### config.mk
export PLATFORM = sky130hd
export DESIGN_NAME = rr_reg_arbiter
export DESIGN_NICKNAME = d
export VERILOG_FILES = /design/src/rtl/rr_reg_arbiter.sv
export SDC_FILE = /design/constraint.sdc
export NUM_CORES = 1
export LEC_CHECK = 0
export BUFFER_PORTS_ARGS = -buffer_cell sky130_fd_sc_hd__clkbuf_2
export CELL_PAD_IN_SITES_DETAIL_PLACEMENT = 0
export CELL_PAD_IN_SITES_GLOBAL_PLACEMENT = 1
export CORE_MARGIN = 5
export CORE_UTILIZATION = 32
export CTS_BUF_LIST = sky130_fd_sc_hd__clkbuf_8
export CTS_CLUSTER_DIAMETER = 30
export DETAILED_ROUTE_END_ITERATION = 12
export GPL_ROUTABILITY_DRIVEN = 0
export PLACE_DENSITY_LB_ADDON = 0.1
export SLEW_MARGIN = 40
export SYNTH_ARGS = -nofsm -noshare
export SYNTH_HDL_FRONTEND = slang
export SYNTH_SLANG_ARGS = --single-unit
export TNS_END_PERCENT = 50
### constraint.sdc
create_clock -name i_clk -period 1.7 [get_ports i_clk]
set_input_delay 0.34 -clock i_clk [delete_from_list [all_inputs] [get_ports i_clk]]
set_output_delay 0.34 -clock i_clk [all_outputs]
set_load 0.05 [all_outputs]
### src/rtl/rr_reg_arbiter.sv
// Round-robin arbiter granting N requesters exclusive write ownership of one
// shared WIDTH-bit clock-enabled register, with tenure bounded to HOLD_MAX beats.
module rr_reg_arbiter #(
    parameter int unsigned N        = 4,
    parameter int unsigned WIDTH    = 8,
    parameter int unsigned HOLD_MAX = 4
) (
    input  logic                                i_clk,
    input  logic                                i_reset,
    input  logic [N-1:0]                        i_req,
    input  logic [N-1:0]                        i_wr_valid,
    input  logic [N*WIDTH-1:0]                  i_wr_data,
    output logic [N-1:0]                        o_gnt,
    output logic [(N > 1 ? $clog2(N) : 1)-1:0]  o_owner,
    output logic                                o_busy,
    output logic [WIDTH-1:0]                    o_q,
    output logic                                o_revoked
);
    localparam int unsigned OW = (N > 1) ? $clog2(N) : 1;
    localparam int unsigned BW = $clog2(HOLD_MAX + 1);

    typedef enum logic [0:0] {S_IDLE = 1'b0, S_GRANT = 1'b1} state_t;

    state_t            r_state, w_state_nxt;
    logic [N-1:0]      r_gnt, w_gnt_nxt;
    logic [OW-1:0]     r_owner, w_owner_nxt;
    logic [OW-1:0]     r_ptr, w_ptr_nxt;
    logic [BW-1:0]     r_beats, w_beats_nxt;
    logic              r_busy, w_busy_nxt;
    logic [WIDTH-1:0]  r_q, w_q_nxt;
    logic              r_revoked, w_revoked_nxt;

    logic              w_own_req, w_own_valid, w_found, w_revoke;
    logic [WIDTH-1:0]  w_own_data;
    logic [OW-1:0]     w_pick;

    // Current owner's request, strobe and data lines.
    always_comb begin
        w_own_req   = 1'b0;
        w_own_valid = 1'b0;
        w_own_data  = '0;
        for (int i = 0; i < int'(N); i++) begin
            if (OW'(i) == r_owner) begin
                w_own_req   = i_req[i];
                w_own_valid = i_wr_valid[i];
                w_own_data  = i_wr_data[i*WIDTH +: WIDTH];
            end
        end
    end

    // First requester at or after the rotating pointer.
    always_comb begin
        w_found = 1'b0;
        w_pick  = '0;
        for (int i = 0; i < int'(N); i++) begin
            if (!w_found && i_req[(int'(r_ptr) + i) % int'(N)]) begin
                w_found = 1'b1;
                w_pick  = OW'((int'(r_ptr) + i) % int'(N));
            end
        end
    end

    always_comb begin
        w_state_nxt   = r_state;
        w_gnt_nxt     = r_gnt;
        w_owner_nxt   = r_owner;
        w_ptr_nxt     = r_ptr;
        w_beats_nxt   = r_beats;
        w_busy_nxt    = r_busy;
        w_q_nxt       = r_q;
        w_revoked_nxt = 1'b0;
        w_revoke      = 1'b0;
        case (r_state)
            S_IDLE: begin
                if (w_found) begin
                    w_state_nxt = S_GRANT;
                    w_gnt_nxt   = {{(N-1){1'b0}}, 1'b1} << w_pick;
                    w_owner_nxt = w_pick;
                    w_ptr_nxt   = OW'((int'(w_pick) + 1) % int'(N));
                    w_beats_nxt = '0;
                    w_busy_nxt  = 1'b1;
                end
            end
            S_GRANT: begin
                if (w_own_valid) begin
                    w_q_nxt     = w_own_data;
                    w_beats_nxt = r_beats + BW'(1);
                    w_revoke    = (r_beats == BW'(HOLD_MAX - 1));
                end
                // Voluntary release outranks revoke on the same edge.
                if (!w_own_req || w_revoke) begin
                    w_state_nxt   = S_IDLE;
                    w_gnt_nxt     = '0;
                    w_busy_nxt    = 1'b0;
                    w_revoked_nxt = w_own_req;
                end
            end
            default: w_state_nxt = S_IDLE;
        endcase
    end

    always_ff @(posedge i_clk) begin
        if (i_reset) begin
            r_state   <= S_IDLE;
            r_gnt     <= '0;
            r_owner   <= '0;
            r_ptr     <= '0;
            r_beats   <= '0;
            r_busy    <= 1'b0;
            r_q       <= '0;
            r_revoked <= 1'b0;
        end else begin
            r_state   <= w_state_nxt;
            r_gnt     <= w_gnt_nxt;
            r_owner   <= w_owner_nxt;
            r_ptr     <= w_ptr_nxt;
            r_beats   <= w_beats_nxt;
            r_busy    <= w_busy_nxt;
            r_q       <= w_q_nxt;
            r_revoked <= w_revoked_nxt;
        end
    end

    assign o_gnt     = r_gnt;
    assign o_owner   = r_owner;
    assign o_busy    = r_busy;
    assign o_q       = r_q;
    assign o_revoked = r_revoked;

endmodule

* After elaboration in Yosys (flattened, before gate mapping)
Cells that the tools add are included.
Operators by class: bitwise gates (word level) 5, shift-type cells 1, muxes and demuxes 45, reductions and logical operators 17, equality and inequality tests 7, add/sub/neg operators 5, order comparisons 4
Operator list (number):
- 2-to-1 mux 8 bit | 4
- 2-to-1 mux 1 bit | 25
- < comparator 3 x 4 -> 1 bit, second input constant | 3
- binary-select mux 1 bit (select 2 bit) | 4
- 2-to-1 mux 2 bit | 4
- 2-to-1 mux 4 bit | 2
- one-hot mux 4 bit (2 select lines) | 1
- AND reduction 2 bit | 4
- 2-to-1 mux 3 bit | 2
- one-hot mux 3 bit (2 select lines) | 1
- OR reduction 2 bit | 3
- adder 2 x 1 -> 2 bit, second input constant | 2
- adder 2 bit, second input constant | 2
- == test 2 bit, first input constant | 2
- zero test 1 bit | 4
- != test 2 x 1 -> 1 bit, second input constant | 2
- one-hot mux 1 bit (2 select lines) | 2
- left shift 1 x 2 -> 4 bit, first input constant | 1
- adder 3 x 1 -> 3 bit, second input constant | 1
- bitwise AND 1 bit, first input constant | 3
- == test 3 x 2 -> 1 bit, second input constant | 1
- logical AND 1 bit | 3
- < comparator 2 x 3 -> 1 bit, second input constant | 1
- OR reduction 3 bit | 1
- other kinds (5) | 6
Storage, ports and cells: output and inout bits 16, flip-flop bits (word level) 22, logic and storage cells 92, input bits 42

* Logic depth before layout (Yosys ltp)
Gate-level depths: netlist of run 1.
word-level depth 17, depth in mapped cells 7, mapped depth without buffers 7

* Worst setup path before layout of run 1
No wires, ideal clock.
path kind reg2reg, from register r_owner[0] (netlist: o_owner[0]), to register r_busy (netlist: o_busy), required time 1.584 ns, data arrival time 1.874 ns, setup time 0.116 ns, path buffers 2, clock period less this slack 1.990 ns, cell stages (with the launch flop) 6, slack -0.290 ns, cell sequence dfxtp_1 -> clkbuf_2 -> buf_6 -> mux2_2 -> o211a_1 -> a31o_2
Between the ends: word-level cells in the longest chain between the ends 10, elaborated cells on any way between the ends 18, classes of those cells eq/ne (4); mux (10); reduce/logical (4)
Ends and longest elaborated chain:
- start: declaration | line 26 | logic [OW-1:0] r_owner, w_owner_nxt;
- start signal: assignment | line 115 | r_owner <= w_owner_nxt;
- zero test 2 bit | line 43 | if (OW'(i) == r_owner) begin
- 2-to-1 mux 1 bit (4 in a row) | line 43
- 2-to-1 mux 1 bit | line 85 | if (w_own_valid) begin
- 2-to-1 mux 1 bit | line 73 | case (r_state)
- logical OR 1 bit (*) | line 91 | if (!w_own_req || w_revoke) begin
- != test 2 x 1 -> 1 bit (no line) (*)
- AND reduction 2 bit (no line) (*)
- end signal: assignment | line 118 | r_busy <= w_busy_nxt;
- end: declaration | line 29 | logic r_busy, w_busy_nxt;
Mark *: on every way between the ends. The rest lies on a longest branch, timed or not. The select of a mux whose other input is x is not followed. A chain may end at the register's enable or synchronous reset.

* Worst setup path in the final report of run 1
from register r_beats[0], to register r_busy (netlist: o_busy)
Between the ends: word-level cells in the longest chain between the ends 6
Ends and longest elaborated chain:
- start: declaration | line 28 | logic [BW-1:0] r_beats, w_beats_nxt;
- start signal: assignment | line 117 | r_beats <= w_beats_nxt;
- == test 3 x 2 -> 1 bit | line 88 | w_revoke = (r_beats == BW'(HOLD_MAX - 1));
- 2-to-1 mux 1 bit | line 85
- 2-to-1 mux 1 bit | line 73
- logical OR 1 bit | line 91
- != test 2 x 1 -> 1 bit (no line)
- AND reduction 2 bit (no line)
Every way passes these cells. The select of a mux whose other input is x is not followed.

==> impl_metrics.yaml, run 1 <==
run_status:
  status: "finished clean"
critical_path:
  critPathLaunchType: "register"
  max_stage_delay_ps: 370
  cell_repeated_most_along_the_worst_path: "ha_1"
  critical_path_peak_fanout: 6
  worst-endpoint-required_ps: 1860
  worstPathCellList: "ha_1, ha_1, inv_1, o32a_1, o211a_4, a31o_2"
  worstSetupPathType: "register to register"
  arrival_ps: 1760
  worstSetupEndpointType: "register"
  cp_slowest_cell: "o32a_1"
global_route:
  vias_in_the_first_global_route: 1257
  overflow_left_after_global_routing: 0
  antenna_found_initial: 0
  groute.usage.overall_pct: 12.81
  grt_first_pass_wirelength_mm: 5.471
  grt_start_max_net_pins: 14
sta:
  fmaxAchievable_ghz: 0.6239
  final_critical_period_ps: 1603
  timing_worst_slew_pin_value_ps: 358.6
  setup_viol: 0
  hold_viol_final: 0
  final.period_utilization_pct: 94.28
  finalSetupTns_ps: 0
  timing.clock.skew_ps: 4.337
  maxSlewHeadroom_pct: 75.89
  slew_viol_final: 0
routing:
  postRouteWirelength_mm: 3.349
  final_antenna_net_count: 0
  wl_per_cell_um: 13.78
  drt-pass1-iter-count: 4
  drt-vias-per-instance: 4.955
  drcViolationCount: 0
  drt_first_iter_violations: 21
  num_vias: 1204
synthesis:
  synth.lib_cells_used.distinct: 37
  synth_top_area_share_pct: 33.91
  synthCells: 124
  synth_top_family_by_area: "multiplexers"
  yosys.area.top_type: "dfxtp_1"
  area_fraction_in_compound_gates_after_synthesis_pct: 13.68
  yosys_warnings: 0
  post_synth_xor_area_fraction_pct: 0
  synth_sequential_area_ratio_pct: 33.91
  synth-seq-cells: 22
  synth_top_cells_by_area: "dfxtp_1, mux4_2, mux2i_1"
  syn_area_um2: 1299
  syn-num-nets: 172
  synth_fa_ha_area_share_pct: 5.780
  post_synth.cell_area_avg_um2: 10.47
  synth-simple-area-share_pct: 17.15
  share_of_synthesized_area_spent_on_multiplexers_pct: 24.95
clock_network:
  clkSlewWorstSetupHoldPaths_ps: 80
  cts.hold.buffers_added: 0
  cts-buffers-inserted: 3
  clkLatencyLatePin_ps: 260
  clock_tree.buffer_depth: 2
  tritoncts_clock_tree: "built"
  clock_sink_count: 22
  clock_tree.htree_level_count: 1
  root_buffer: "clkbuf_8"
min_path:
  min_path_type: "input pin to register"
floorplanning:
  core.rowCount: 23
  start_util_pct: 32.70
  ios: 58
  floorplan.core_area_um2: 3971
  chipHeight_um: 73.71
  die-area_um2: 5432
  die_x_um: 73.71
pwr:
  ir_worst_vdd_v: 0.0004398
  pwr_density_cell_nw_per_um2: 981.8
  static-leakage-power_nw: 0.8202
  p_total_w: 0.001784
placed_design:
  detailed_place_hpwl_mm: 2.730
  port_buffers: 57
finish:
  drive_gt1_share_pct: 50.26
  insertedDiodeCount: 0
  area.growth.synth_to_final_pct: 39.88
  finalNetCount: 242
  area.sequential_um2: 446.7
  final_core_util_pct: 45.75
  multi_input_gate_area_um2: 807.0
  num-fill-cells: 402
flow_run:
  timing.max_cap.violations: 0
## layout make-up
| class | count | area share (%) |
|---|---|---|
| Clock inverter | 1 | 1.653 |
| Clock buffer | 3 | 2.273 |
| Timing Repair Buffer | 72 | 22.59 |
| Sequential cell | 22 | 24.59 |
| Inverter | 5 | 1.033 |
| Tap cell | 50 | 3.444 |
| Multi-Input combinational cell | 90 | 44.42 |
## synth_stat cells, drive strengths merged
master / count
o21ai: 4
mux2: 3
o21a: 1
mux4: 8
or2b: 1
o311ai: 1
nor2: 14
and3: 1
dfxtp: 22
o31ai: 1
ha: 6
or3b: 1
a211oi: 2
buf: 3
and2b: 2
nand3: 1
o22ai: 1
a21o: 2
a21oi: 6
a22o: 4
a31o: 1
o211a: 1
mux2i: 11
nand2b: 5
nor3: 2
nand2: 3
clkbuf: 4
o32a: 1
nor2b: 1
nor4: 1
inv: 5
nor3b: 5
## logic make-up (layout without fill, tap and decap cells)
| family | count (synthesis) | in the layout |
|---|---|---|
| compound gates | 25 | 25 |
| flops | 22 | 22 |
| mux | 22 | 22 |
| simple gates | 37 | 37 |
| fa+ha+maj | 6 | 6 |
| buf+inv | 12 | 81 |
## metrics by stage
stage / cells / cell area, µm² / hold WS [ps] / setup slack (ps)
final: 243 / 1817 / 404.9 / 97.21
after global routing: 243 / 1817 / 438.4 / -0.6679
after CTS: 243 / 1808 / 397.9 / 4.998
after detailed placement: 239 / 1737 / 477.5 / -29.83
after global placement: 239 / 1737 / 475.6 / -39.05
after floorplan: 124 / 1313 / 492.7 / -0.2536
## layer usage
metal  vias up  wire, µm  GRT usage [%]
met2        35      1664          23.13
met3         2       244          2.052
met4         0        27          4.225
met5         -         0              0
met1       571      1412          15.25
li1        596         -              -
## cells in the final DEF, fill, tap and decap left out, types with 4 or more instances in the layout
master,n
a22o_1,4
clkbuf_2,57
ha_1,6
o21ai_0,4
mux4_2,8
mux2i_1,11
nand2b_1,5
inv_1,5
dfxtp_1,19
nor3b_1,5
a21oi_1,5
buf_4,14
nor2_1,13
## path summary, 6_finish.rpt
path,start,to,slack (ps),cells past startpoint
min,i_reset,o_owner[1],400,2
min reg2reg,o_q[6],o_q[6],500,2
max reg2reg,r_beats[0],o_busy,100,6
max,r_beats[0],o_busy,100,6
## worst max-delay path, delay by kind of cell (launching register included)
| family | cells | cell delay (ps) |
|---|---|---|
| buffers and inverters | 1 | 50 |
| adders and majority gates | 2 | 320 |
| AOI/OAI and AO/OA | 3 | 790 |
| DFF | 1 | 350 |
## power by group
group | switching [W] | total, W | internal, W
sequential | 0.0000467 | 0.000623 | 0.000576
clock | 0.000176 | 0.000490 | 0.000314
combinational | 0.000371 | 0.000671 | 0.000300
total | 0.000593 | 0.00178 | 0.00119
## timing repair
action / in CTS / in global routing
endpoints found under the setup margin: 0 / 6
resized for setup: 0 / 2
setup buffers: 0 / 0
## flip-flops by register name, indices dropped and copies added, names as in the netlist
signal / count
o_gnt: 4
o_q: 8
r_beats: 3
o_busy: 1
r_state: 1
o_revoked: 1
o_owner: 2
r_ptr: 2
No activity file was read; power rests on OpenSTA's default activity.
==> inputs of run 2 (changes only) <==
Settings changed: ABC_AREA set to 1, CORE_UTILIZATION 32 to 31, RECOVER_POWER set to 100.
==> run 2 against run 1 <==
Against the previous run:
- hold slack got worse by 84 ps
- synthesized cell count increased by 75%
- critical path type unchanged
- largest power group unchanged
- first-iteration DRC count increased by 67%
- maximum frequency decreased by 4.8%
- final cell count increased by 43%
- die area increased by 16%
- count of clock-buffer cells in the layout unchanged
- flip-flop and latch count unchanged
==> impl_metrics.yaml, run 2 <==
run_status:
  status: "finished clean"
routing:
  num_vias: 1648
  wl_per_cell_um: 12.73
  postRouteWirelength_mm: 4.430
  drt_first_iter_violations: 35
  drt-vias-per-instance: 4.736
  drcViolationCount: 0
  final_antenna_net_count: 0
  drt-pass1-iter-count: 4
sta:
  timing.clock.skew_ps: 3.020
  maxSlewHeadroom_pct: 59.42
  setup_repair_after_global_routing_missed_its_margin: "true"
  hold_ws_ps: 321.1
  slew_viol_final: 0
  final_critical_period_ps: 1683
  fmaxAchievable_ghz: 0.5942
  final.period_utilization_pct: 99.00
  setup_viol: 0
  timing_worst_slew_pin_value_ps: 611.3
  hold_viol_final: 0
synthesis:
  synth_top_family_by_area: "simple AND/OR/NAND/NOR gates"
  yosys_warnings: 0
  async_reset_ff_share_pct: 0
  post_synth.cell_area_avg_um2: 6.902
  synth.cells.most_frequent: "nand2_1, nand3_1, dfxtp_1"
  share_of_synthesized_area_spent_on_multiplexers_pct: 0
  syn_area_um2: 1498
  synth_sequential_area_ratio_pct: 29.41
  post_synth_xor_area_fraction_pct: 0
  synthCells: 217
  synth_top_area_share_pct: 29.41
  syn-num-nets: 265
  synth-seq-cells: 22
  synth_edf_count: 0
  synth_top_cells_by_area: "dfxtp_1, nand2_1, nand3_1"
  synth_fa_ha_area_share_pct: 5.013
  yosys.area.top_type: "dfxtp_1"
  area_fraction_in_compound_gates_after_synthesis_pct: 14.29
  synth-simple-area-share_pct: 42.27
  synth.lib_cells_used.distinct: 30
  postSynth.topFlopCell: "dfxtp_1"
  synth_most_common_cell: "nand2_1"
critical_path:
  arrival_ps: 1850
  timing.reg2reg.worst_path_depth: 13
  reg2reg_setup_slack_ps: 20
  worst-endpoint-required_ps: 1870
  critPathLaunchType: "register"
  worstSetupEndpointType: "register"
  regToRegStartpoint: "r_ptr[0]"
  rr_endpoint: "r_ptr[1]"
  worstSetupPathType: "register to register"
  critical_path_peak_fanout: 6
finish:
  final_core_util_pct: 46.56
  drive_gt1_share_pct: 43.88
  stdcell_count: 348
  num-fill-cells: 503
  insertedDiodeCount: 0
  flip_flop_count_of_the_largest_register_after_layout: 8
  area.sequential_um2: 450.4
  final_common_cell: "nand2_1"
  multi_input_gate_area_um2: 1054
  most-common-layout-cells: "nand2_1, clkbuf_2, buf_4, dfxtp_1, nor2_1"
  area.growth.synth_to_final_pct: 45.87
  finalNetCount: 343
pwr:
  power_frac_seq_pct: 20.9
  ir_worst_vdd_v: 0.0008666
  pwr_density_cell_nw_per_um2: 1826
  static-leakage-power_nw: 1.053
  share_clk_of_total_power_pct: 12.6
  share_comb_of_total_power_pct: 66.5
  cellInternalPower_w: 0.001978
  netSwitchingFraction_pct: 50.41
  switchingPower_w: 0.002011
global_route:
  groute.usage.overall_pct: 14.53
  grt_first_pass_wirelength_mm: 7.376
  antenna_found_initial: 0
  overflow_left_after_global_routing: 0
  vias_in_the_first_global_route: 1619
  grt_start_max_net_pins: 18
clock_network:
  clkSlewWorstSetupHoldPaths_ps: 90
  clkLatencyLatePin_ps: 260
  clock_tree.buffer_depth: 2
  clock_sink_count: 22
  root_buffer: "clkbuf_8"
  cts-buffers-inserted: 3
  clock_tree.htree_level_count: 1
  tritoncts_clock_tree: "built"
  cts.hold.buffers_added: 0
placed_design:
  detailed_place_hpwl_mm: 3.581
  place_inst: 341
  port_buffers: 57
floorplanning:
  core.rowCount: 25
  die-area_um2: 6321
  start_util_pct: 31.92
  floorplan.core_area_um2: 4692
  ios: 58
  die_x_um: 79.51
  chipHeight_um: 79.51
min_path:
  terminating_pin_of_the_worst_hold_path: "o_q[6]"
  min_path_type: "input pin to register"
  hold_start: "i_wr_data[30]"
  hold_path_depth: 3
flow_run:
  timing.max_cap.violations: 0
run 2: how the worst max path moves through the flow:
stage,from,endpoint,slack (ps),depth (start not counted)
detailed placement,i_req[3],r_ptr[1],-200,12
global route,r_ptr[0],r_ptr[1],-110,12
floorplan,r_ptr[0],r_ptr[1],-20,12
global placement,i_req[3],r_ptr[1],-190,12
CTS,r_ptr[0],r_ptr[1],-70,14
finish,r_ptr[0],r_ptr[1],20,13
run 2: repair_timing:
item,4_1_cts,5_1_grt
gates resized for setup,24,19
endpoints found under the setup margin,9,17
endpoints found under the hold margin,0,0
pin swaps,15,12
gates cloned,0,0
buffers inserted,4,0
run 2: cell families after synthesis:
kind of cell | after synthesis
AOI/OAI and AO/OA | 31
DFF | 22
buffers and inverters | 27
and+or+nand+nor | 131
adders and majority gates | 6
run 2: final cells by class:
cell class | instances | area share [%]
Sequential cell | 22 | 20.62
Inverter | 20 | 3.666
Multi-Input combinational cell | 168 | 48.22
Tap cell | 54 | 3.093
Clock inverter | 1 | 1.375
Clock buffer | 3 | 1.890
Timing Repair Buffer | 80 | 21.13
run 2: critical path: stages, from the launching register on:
cell	delay, ps
dfxtp_4	390
buf_8	140
nand2_4	50
nand2_4	60
nand2_4	90
nand2_4	50
nor2_4	130
nand3_2	90
nand3_2	80
nand2_2	70
inv_2	80
ha_4	190
o21ai_2	100
nor2_1	40
run 2: metal layers:
| metal | vias to the layer above | share of wire, % | GRT usage [%] |
|---|---|---|---|
| li1 | 872 | - | - |
| met2 | 37 | 47 | 25.38 |
| met4 | 0 | 0.84 | 3.608 |
| met1 | 737 | 47 | 18.60 |
| met3 | 2 | 5.2 | 2.144 |
| met5 | - | 0 | 0 |
run 2: stage by stage:
stage	TNS (ps)	power [W]	setup slack, ps	area (µm²)
global placement	-641.6	0.003202	-190.8	1973
finish	0	0.003989	16.95	2185
CTS	-310.7	0.003966	-67.38	2148
global route	-1039	0.004336	-110.1	2185
detailed placement	-579.3	0.003200	-195.8	1973
floorplan	-17.01	0.002528	-17.01	1500
run 2: power by group through the flow:
stage / combinational, W / sequential, W / clock, W
floorplan: 0.00131 / 0.00121 / 0
global placement: 0.00239 / 0.000813 / 0
detailed placement: 0.00238 / 0.000817 / 0
CTS: 0.00264 / 0.000810 / 0.000511
global route: 0.00294 / 0.000857 / 0.000535
finish: 0.00265 / 0.000835 / 0.000501
==> inputs of run 3 (changes only) <==
--- a/config.mk
+++ b/config.mk
@@ -8,3 +8,3 @@
 export ABC_AREA = 1
-export BUFFER_PORTS_ARGS = -buffer_cell sky130_fd_sc_hd__clkbuf_2
+export CAP_MARGIN = 20
 export CELL_PAD_IN_SITES_DETAIL_PLACEMENT = 0
@@ -12,3 +12,3 @@
 export CORE_MARGIN = 5
-export CORE_UTILIZATION = 31
+export CORE_UTILIZATION = 35
 export CTS_BUF_LIST = sky130_fd_sc_hd__clkbuf_8
@@ -16,2 +16,3 @@
 export DETAILED_ROUTE_END_ITERATION = 12
+export DONT_BUFFER_PORTS = 1
 export GPL_ROUTABILITY_DRIVEN = 0
==> constraint.sdc (replaced) <==
create_clock -name i_clk -period 1.7 [get_ports i_clk]
set_input_delay 0.17 -clock i_clk [delete_from_list [all_inputs] [get_ports i_clk]]
set_output_delay 0.17 -clock i_clk [all_outputs]
set_load 0.05 [all_outputs]
==> run 3 against run 2 <==
Against the previous run:
- the flow now finishes with violations (hold timing, setup timing)
- maximum frequency is 7.5% lower
- flip-flop and latch count stayed put
- global-route usage is 1.5 points higher
- critical endpoint unchanged
- largest cell class unchanged
==> impl_metrics.yaml, run 3 (synthesis gave the netlist of run 2 again) <==
critical_path:
  worstSetupEndpointType: "register"
  worst-endpoint-required_ps: 1860
  reg2reg_setup_slack_ps: -120
  rr_endpoint: "r_ptr[1]"
  arrival_ps: 1980
  critical_path_peak_fanout: 8
  worstSetupPathType: "register to register"
  critPathLaunchType: "register"
  timing.reg2reg.worst_path_depth: 13
  regToRegStartpoint: "r_ptr[0]"
finish:
  final_common_cell: "nand2_1"
  flip_flop_count_of_the_largest_register_after_layout: 8
  most-common-layout-cells: "nand2_1, buf_4, dfxtp_1, nor2_1, nand3_2"
  area.growth.synth_to_final_pct: 39.68
  design_area_um2: 2092
  finalNetCount: 297
  insertedDiodeCount: 0
  drive_gt1_share_pct: 41.13
  final_core_util_pct: 51.19
sta:
  timing_worst_slew_pin_value_ps: 646.9
  slew_viol_final: 0
  hold_ws_ps: -40.66
  setup_repair_after_global_routing_missed_its_margin: "true"
  setup_viol: 6
  final_critical_period_ps: 1819
  timing.clock.skew_ps: 2.200
  final.period_utilization_pct: 107.0
  fmaxAchievable_ghz: 0.5497
  maxSlewHeadroom_pct: 56.87
  postLayoutSetupSlackWorst_ps: -119.3
  hold_viol_final: 16
min_path:
  terminating_pin_of_the_worst_hold_path: "r_beats[1]"
  hold_path_depth: 1
  min_path_type: "input pin to register"
  hold_start: "i_reset"
routing:
  drt_first_iter_violations: 58
  postRouteWirelength_mm: 4.577
  wl_per_cell_um: 15.36
  drcViolationCount: 0
  num_vias: 1535
  final_antenna_net_count: 0
  drt-vias-per-instance: 5.151
  drt-pass1-iter-count: 4
floorplanning:
  die_x_um: 75.42
  floorplan.core_area_um2: 4086
  ios: 58
  core.rowCount: 23
  start_util_pct: 36.65
  die-area_um2: 5687
  chipHeight_um: 75.42
flow_run:
  timing.max_cap.violations: 0
global_route:
  antenna_found_initial: 0
  overflow_left_after_global_routing: 0
  groute.usage.overall_pct: 16.07
  grt_first_pass_wirelength_mm: 7.162
  grt_start_max_net_pins: 18
  vias_in_the_first_global_route: 1576
clock_network:
  clock_tree.buffer_depth: 2
  tritoncts_clock_tree: "built"
  root_buffer: "clkbuf_8"
  cts-buffers-inserted: 3
  clock_sink_count: 22
  clkSlewWorstSetupHoldPaths_ps: 90
  clkLatencyLatePin_ps: 260
  clock_tree.htree_level_count: 1
pwr:
  pwr_density_cell_nw_per_um2: 2086
  static-leakage-power_nw: 0.9188
  ir_worst_vdd_v: 0.001061
placed_design:
  detailed_place_hpwl_mm: 3.368
  port_buffers: 0
  placedInstanceArea_um2: 1698
  setup_slack_at_placement_ps: -110.8
run_status:
  violated_checks: "hold timing, setup timing"
  status: "complete, but fails checks"
-- run 3: changes by cell type in the layout (fill, tap and decap cells not counted), moves of 2 or more --
cell	previous run	this run
clkbuf_2	41	1
nand2_4	9	13
clkbuf_1	15	6
buf_6	1	4
ha_4	2	4
nand2_1	58	52
-- run 3: per-layer routing --
layer	vias up	GRT usage, %	part of all wire (%)
met3	8	3.562	8.0
met1	699	18.50	40
met5	-	0	0
met2	48	29.43	51
li1	780	-	-
met4	0	4.854	1.3
-- run 3: worst max-delay path by stage --
stage | from | endpoint | cells past startpoint
4_1_cts | r_ptr[0] | r_ptr[1] | 14
3_3_place_gp | r_ptr[0] | r_ptr[1] | 13
5_1_grt | r_ptr[0] | r_ptr[1] | 14
6_report | r_ptr[0] | r_ptr[1] | 13
3_5_place_dp | r_ptr[0] | r_ptr[1] | 13
2_1_floorplan | r_ptr[0] | r_ptr[1] | 12
-- run 3: per-stage QoR --
step | std cells | setup TNS (ps) | hold slack, ps | power (W)
2_1_floorplan | 217 | -17.01 | 339.8 | 0.002528
3_3_place_gp | 282 | -237.4 | 236.0 | 0.003109
3_5_place_dp | 282 | -513.6 | 238.9 | 0.003148
4_1_cts | 293 | -322.9 | -50.55 | 0.004065
5_1_grt | 298 | -2063 | -61.87 | 0.004698
6_report | 298 | -371.7 | -40.66 | 0.004365
-- run 3: critical path: stages (launching register included) --
cell	delay, ps
dfxtp_4	390
buf_12	130
clkinv_8	80
nand2_4	80
nand2_4	60
nand2_4	80
nand2_4	50
nor2_4	140
nand4_1	150
nand2_4	130
inv_4	50
ha_4	210
o21ai_2	110
nor2_1	50
-- run 3: power by group --
part / switching (W) / total, W / internal [W]
clock network: 0.000184 / 0.000498 / 0.000314
logic: 0.00165 / 0.00282 / 0.00117
registers: 0.000359 / 0.00104 / 0.000684
-- run 3: area by class of cell --
cell class | instances | area, µm²
Clock inverter | 1 | 30.03
Inverter | 20 | 90.09
Fill cell | 396 | 1994
Sequential cell | 22 | 447.9
Clock buffer | 3 | 41.29
Tap cell | 50 | 62.56
Multi-Input combinational cell | 168 | 1130
Timing Repair Buffer | 34 | 290.3
-- run 3: timing repair --
action	4_1_cts	5_1_grt
gates cloned	1	0
setup endpoints to repair	10	13
setup buffers	6	5
pin swaps	19	21
gates resized for setup	35	26
hold endpoints to repair	16	16
